<file path="config.mk">
export PLATFORM = sky130hd
export DESIGN_NAME = uart_decoder
export DESIGN_NICKNAME = d
export VERILOG_FILES = /design/src/rtl/uart_decoder.sv
export SDC_FILE = /design/constraint.sdc
export NUM_CORES = 1
export LEC_CHECK = 0
export ABC_CLOCK_PERIOD_IN_PS = 4200
export CORE_ASPECT_RATIO = 0.8
export CORE_UTILIZATION = 55
export CTS_CLUSTER_DIAMETER = 200
export DETAILED_ROUTE_END_ITERATION = 7
export GPL_TIMING_DRIVEN = 0
export HOLD_SLACK_MARGIN = 0.12
export PLACE_DENSITY = 0.75
export SETUP_SLACK_MARGIN = 0.02
export SYNTH_ARGS = -nofsm -noshare
export SYNTH_HDL_FRONTEND = slang
export SYNTH_SLANG_ARGS = --single-unit
</file>
<file path="constraint.sdc">
create_clock -name i_Clk -period 4.2 [get_ports i_Clk]
set_input_delay 0.84 -clock i_Clk [delete_from_list [all_inputs] [get_ports i_Clk]]
set_output_delay 0.84 -clock i_Clk [all_outputs]
set_load 0.03 [all_outputs]
</file>
<file path="src/rtl/uart_decoder.sv">
// uart_decoder: 8N1 UART receiver with runtime bit period, mid-bit sampling.
//   i_Clk, i_Rst_L     : clock (rising edge), async active-low reset
//   i_Period[19:0]     : clocks per bit (0/1 treated as 2), latched at start detect
//   i_UART_RX          : serial line, idle high, asynchronous to i_Clk
//   o_Byte[7:0]        : last good received byte, holds between frames
//   o_valid            : one-cycle strobe, o_Byte new in the same cycle
//   o_busy             : high while a frame is being received
//   o_framing_error    : one-cycle strobe when stop (or parity) check fails
// Optional feature: define UART_DECODER_PARITY_EN for an even-parity bit (8E1).
module uart_decoder (
  input  logic        i_Clk,
  input  logic        i_Rst_L,
  input  logic [19:0] i_Period,
  input  logic        i_UART_RX,
  output logic [7:0]  o_Byte,
  output logic        o_valid,
  output logic        o_busy,
  output logic        o_framing_error
);

  localparam int unsigned PW = 20;
  localparam int unsigned DW = 8;
  localparam int unsigned IW = 3;

  typedef enum logic [2:0] {
    S_IDLE   = 3'd0,
    S_START  = 3'd1,
    S_DATA   = 3'd2,
    S_PARITY = 3'd3,
    S_STOP   = 3'd4
  } state_t;

  logic          r_rx_meta, r_rx_s, r_rx_d;
  state_t        r_state, w_state_nxt;
  logic [PW-1:0] r_period, w_period_nxt;
  logic [PW-1:0] r_cnt, w_cnt_nxt;
  logic [IW-1:0] r_idx, w_idx_nxt;
  logic [DW-1:0] r_shift, w_shift_nxt;
  logic [DW-1:0] r_byte, w_byte_nxt;
  logic          r_valid, w_valid_nxt;
  logic          r_ferr, w_ferr_nxt;
  logic          r_busy, w_busy_nxt;
  logic [PW-1:0] w_half;
  logic          w_bit_hit;
  logic          w_stop_ok;
`ifdef UART_DECODER_PARITY_EN
  logic          r_par_ok, w_par_ok_nxt;
`endif

  // Two-flop synchronizer plus one delay flop for falling-edge detection
  always_ff @(posedge i_Clk or negedge i_Rst_L) begin
    if (!i_Rst_L) begin
      r_rx_meta <= 1'b1;
      r_rx_s    <= 1'b1;
      r_rx_d    <= 1'b1;
    end else begin
      r_rx_meta <= i_UART_RX;
      r_rx_s    <= r_rx_meta;
      r_rx_d    <= r_rx_s;
    end
  end

  assign w_half    = r_period >> 1;
  assign w_bit_hit = (r_cnt == r_period - PW'(1));
`ifdef UART_DECODER_PARITY_EN
  assign w_stop_ok = r_rx_s && r_par_ok;
`else
  assign w_stop_ok = r_rx_s;
`endif

  // State register and datapath registers
  always_ff @(posedge i_Clk or negedge i_Rst_L) begin
    if (!i_Rst_L) begin
      r_state  <= S_IDLE;
      r_period <= PW'(2);
      r_cnt    <= '0;
      r_idx    <= '0;
      r_shift  <= '0;
      r_byte   <= '0;
      r_valid  <= 1'b0;
      r_ferr   <= 1'b0;
      r_busy   <= 1'b0;
`ifdef UART_DECODER_PARITY_EN
      r_par_ok <= 1'b1;
`endif
    end else begin
      r_state  <= w_state_nxt;
      r_period <= w_period_nxt;
      r_cnt    <= w_cnt_nxt;
      r_idx    <= w_idx_nxt;
      r_shift  <= w_shift_nxt;
      r_byte   <= w_byte_nxt;
      r_valid  <= w_valid_nxt;
      r_ferr   <= w_ferr_nxt;
      r_busy   <= w_busy_nxt;
`ifdef UART_DECODER_PARITY_EN
      r_par_ok <= w_par_ok_nxt;
`endif
    end
  end

  // Next-state and output logic; bit counter wraps to 0 at every sample point
  always_comb begin
    w_state_nxt  = r_state;
    w_period_nxt = r_period;
    w_cnt_nxt    = r_cnt + PW'(1);
    w_idx_nxt    = r_idx;
    w_shift_nxt  = r_shift;
    w_byte_nxt   = r_byte;
    w_valid_nxt  = 1'b0;
    w_ferr_nxt   = 1'b0;
`ifdef UART_DECODER_PARITY_EN
    w_par_ok_nxt = r_par_ok;
`endif
    case (r_state)
      S_IDLE: begin
        w_cnt_nxt = '0;
        if (r_rx_d && !r_rx_s) begin
          w_period_nxt = (i_Period < PW'(2)) ? PW'(2) : i_Period;
          w_idx_nxt    = '0;
          w_state_nxt  = S_START;
        end
      end
      S_START: begin
        if (r_cnt == w_half - PW'(1)) begin
          w_cnt_nxt   = '0;
          // A high line at mid start bit is a glitch: abandon silently
          w_state_nxt = r_rx_s ? S_IDLE : S_DATA;
        end
      end
      S_DATA: begin
        if (w_bit_hit) begin
          w_cnt_nxt   = '0;
          w_shift_nxt = {r_rx_s, r_shift[DW-1:1]};
          w_idx_nxt   = r_idx + IW'(1);
          if (r_idx == IW'(DW - 1)) begin
`ifdef UART_DECODER_PARITY_EN
            w_state_nxt = S_PARITY;
`else
            w_state_nxt = S_STOP;
`endif
          end
        end
      end
      S_PARITY: begin
`ifdef UART_DECODER_PARITY_EN
        if (w_bit_hit) begin
          w_cnt_nxt    = '0;
          w_par_ok_nxt = ~(^{r_shift, r_rx_s});
          w_state_nxt  = S_STOP;
        end
`else
        w_state_nxt = S_IDLE;
`endif
      end
      S_STOP: begin
        if (w_bit_hit) begin
          w_cnt_nxt   = '0;
          w_state_nxt = S_IDLE;
          if (w_stop_ok) begin
            w_byte_nxt  = r_shift;
            w_valid_nxt = 1'b1;
          end else begin
            w_ferr_nxt  = 1'b1;
          end
        end
      end
      default: w_state_nxt = S_IDLE;
    endcase
    w_busy_nxt = (w_state_nxt != S_IDLE);
  end

  assign o_Byte          = r_byte;
  assign o_valid         = r_valid;
  assign o_busy          = r_busy;
  assign o_framing_error = r_ferr;

endmodule

</file>
==> results.sh, run 1 <==
export IMPL_dp_hpwl_um=9910
export IMPL_status="finished, final reports clean"
export IMPL_synthFlopType="dfrtp_1"
export IMPL_grt_use_met1_pct=42.9
export IMPL_dieArea_um2=9360
export IMPL_p_per_area_nw_per_um2=461
export IMPL_dr_pass1_iters=5
export IMPL_grt_pass1_wl_um=21400
export IMPL_required_ns=4.44
export IMPL_post_synth_top_count_cell="dfrtp_1"
export IMPL_switchingPower_uw=1130
export IMPL_max_freq_mhz=243
export IMPL_grt_util_met2_pct=45.9
export IMPL_yosysSeqAreaShare_pct=34.6
export IMPL_use_met3_pct=5.49
export IMPL_cts_root_buf="clkbuf_8"
export IMPL_critPathLaunchType="register"
export IMPL_vias_per_cell=6.54
export IMPL_synth_top_area_share_pct=32.4
export IMPL_first_iter_violations=518
export IMPL_grt_pass1_vias=4184
export IMPL_setup_viol=0
export IMPL_grt_use_total_pct=30.3
export IMPL_io_pins=34
export IMPL_dpl_instance_area_um2=5410
export IMPL_final_nets=603
export IMPL_die_width_um=108
export IMPL_synth_seq_cells=68
export IMPL_wl_per_cell_um=19.6
export IMPL_slew_violations=0
export IMPL_fillers=710
export IMPL_p_seq_share_pct=35.3
export IMPL_vdd_ir_drop_max_v=0.000304
export IMPL_diodes=0
export IMPL_drive_gt1_share_pct=14.3
export IMPL_rsz0062_at_grt="false"
export IMPL_fin_crit_sh_pct=98.2
export IMPL_cts_tree="done"
export IMPL_drc=0
export IMPL_yosys_area_top_type="dfrtp_1"
export IMPL_arrival_ns=4.36
export IMPL_start_util_pct=57.5
export IMPL_grt_ovfl_total=0
export IMPL_synth_edf_count=0
export IMPL_path_class="register to register"
export IMPL_p_int_uw=1470
export IMPL_synth_area_leaders="dfrtp_1, mux2_2, xnor2_1"
export IMPL_die_y_um=86.8
export IMPL_cts_max_level=3
export IMPL_path_max_fanout=10
export IMPL_grt_max_degree=69
export IMPL_coreArea_um2=8600
export IMPL_io_buffers=33
export IMPL_rows=30
export IMPL_antenna_found_initial=0
export IMPL_maxCapViolCount=0
export IMPL_ctsLongestPathBuffers=2
export IMPL_hold_class="register to register"
export IMPL_gp_congestion=0.978
export IMPL_syn2layout_area_growth_pct=13.9
export IMPL_cts_sinks=68
export IMPL_postRouteAntennaNets=0
export IMPL_tightest_slew_ns=0.867
export IMPL_fin_skew_ns=0.0146
export IMPL_async_reset_ff_share_pct=100
export IMPL_busiest_layer="met2"
export IMPL_syn_num_nets=561
export IMPL_endpoint_kind="register"
export IMPL_p_leak_uw=0.00218
export IMPL_netlist_area_um2=4940
export IMPL_post_route_cell_area_um2=5630
export IMPL_clk_latency_ns=0.36
export IMPL_finalWirelength_um=13500
export IMPL_power_share_combinational_pct=46.6
export IMPL_num_vias=4519
export IMPL_swShare_pct=43.4
export IMPL_synth_cells=533
export IMPL_period_minus_slack_ns=4.12
export IMPL_cts_buffers=9
export IMPL_slew_headroom_pct=42.1
export IMPL_synth_cell_types=63
export IMPL_power_frac_clock_pct=18.2
export IMPL_clk_pin_slew_worst_paths_ns=0.07
export IMPL_hold_viol=0
export IMPL_cts_hold_buf=0
export IMPL_avgSynthCellArea_um2=9.27
export IMPL_yosysWarnings=0
export IMPL_setup_tns_ns=0
export IMPL_synth_top_cells_by_count="dfrtp_1, nand2_1, clkbuf_1, xnor2_1, mux2_2"
layout by cell type, fill, tap and decap left out, drive strengths merged, types with 7 or more instances in the layout:
cell type | synthesis | routed
clkdlybuf4s50 | 0 | 32
a21oi | 8 | 8
nor3 | 11 | 11
o211ai | 22 | 22
nand4 | 7 | 7
dfrtp | 64 | 64
nand2 | 42 | 42
nand3 | 17 | 17
mux2 | 35 | 35
buf | 12 | 13
and3 | 10 | 10
or3 | 9 | 9
or4 | 13 | 13
clkbuf | 38 | 45
mux2i | 8 | 8
nor2 | 18 | 18
xnor2 | 33 | 33
o21ai | 9 | 9
xor2 | 25 | 25
o31ai | 22 | 22
o311ai | 22 | 22
nor4 | 20 | 20
inv | 14 | 15
final cells by class:
| cell class | instances | area [µm²] | share of cell area [%] |
|---|---|---|---|
| clock inverter | 6 | 41.3 | 0.734 |
| timing repair buffer | 34 | 335 | 5.96 |
| buffer | 47 | 203 | 3.60 |
| inverter | 14 | 52.6 | 0.934 |
| tap | 112 | 140 | 2.49 |
| sequential | 68 | 1710 | 30.3 |
| multi-input combinational | 401 | 3020 | 53.7 |
| clock buffer | 9 | 124 | 2.20 |
sequential cells by signal, indices dropped and copies added, names as in the netlist:
| register | flops |
|---|---|
| o_valid | 1 |
| r_shift | 8 |
| o_busy | 1 |
| r_state | 3 |
| r_rx_meta | 1 |
| r_period | 20 |
| r_idx | 3 |
| r_rx_d | 1 |
| r_rx_s | 1 |
| r_cnt | 20 |
| o_framing_error | 1 |
| o_Byte | 8 |
logic make-up (layout without fill, tap and decap cells):
kind of cell / count (synthesis) / count (layout) / share of synthesized area, %
and+or+nand+nor: 181 / 181 / 20.8
AOI/OAI and AO/OA: 114 / 114 / 17.6
DFF: 68 / 68 / 34.6
buffers and inverters: 64 / 110 / 5.32
xor gates and xnor gates: 58 / 58 / 10.3
muxes: 43 / 43 / 10.1
adders and majority gates: 5 / 5 / 1.27
worst paths after layout:
kind / start / endpoint / slack (ns) / cells past startpoint
worst min-delay path: r_rx_meta$_DFF_PN1_ / r_rx_s$_DFF_PN1_ / 0.36 / 0
worst min register to register: r_rx_meta$_DFF_PN1_ / r_rx_s$_DFF_PN1_ / 0.36 / 0
max in group asynchronous: i_Rst_L / r_period[12]$_DFFE_PN0P_ / 3.03 / 1
worst max-delay path: r_period[4]$_DFFE_PN0P_ / r_shift[7]$_DFFE_PN0P_ / 0.08 / 11
min in group asynchronous: i_Rst_L / r_period[16]$_DFFE_PN0P_ / 0.56 / 1
worst max register to register: r_period[4]$_DFFE_PN0P_ / r_shift[7]$_DFFE_PN0P_ / 0.08 / 11
per-stage QoR:
step                hold WS, ns  utilization [%]  std cells  setup WS, ns  total power, µW
finish                    0.361             65.4        691        0.0777             2590
global placement          0.350             62.9        678        -0.155             2010
CTS                       0.362             65.0        692        0.0727             2540
floorplan                 0.345                -        533         0.408             1730
detailed placement        0.347             62.9        678        -0.199             2050
global route              0.365             65.4        691       0.00302             2750
power by group through the flow:
stage	clock network, µW	registers [µW]	logic [µW]
2_1_floorplan	0	856	875
3_3_place_gp	0	892	1120
3_5_place_dp	0	897	1150
4_1_cts	478	885	1170
5_1_grt	510	928	1310
6_report	471	914	1210
metal layers:
metal / part of all wire [%] / up-vias
li1: - / 2095
met1: 47 / 2216
met2: 44 / 179
met3: 6.4 / 29
met4: 2.4 / 0
met5: 0 / -
worst max-delay path, cell delays in order, from the launching register on:
cell and delay [ns]:
dfrtp_1 0.36, buf_2 0.19, or4_1 0.51, clkbuf_2 0.17, or3_1 0.38, a211o_1 0.32, a2111o_1 0.42, or4_1 0.45
buf_2 0.21, or4b_4 0.51, buf_6 0.18, mux2_4 0.30
what timing repair did:
action                     4_1_cts  5_1_grt
pin swaps                        0        1
buffers inserted                 0        1
setup endpoints to repair       39       35
resized for setup                4       12
No activity file was read; power rests on OpenSTA's default activity.
==> run 2: changes to the inputs <==
Settings changed: CTS_BUF_LIST from default to sky130_fd_sc_hd__clkbuf_8.
==> results of run 2 <==
Same layout as run 1: the final DEF is identical, and so are final timing and power.
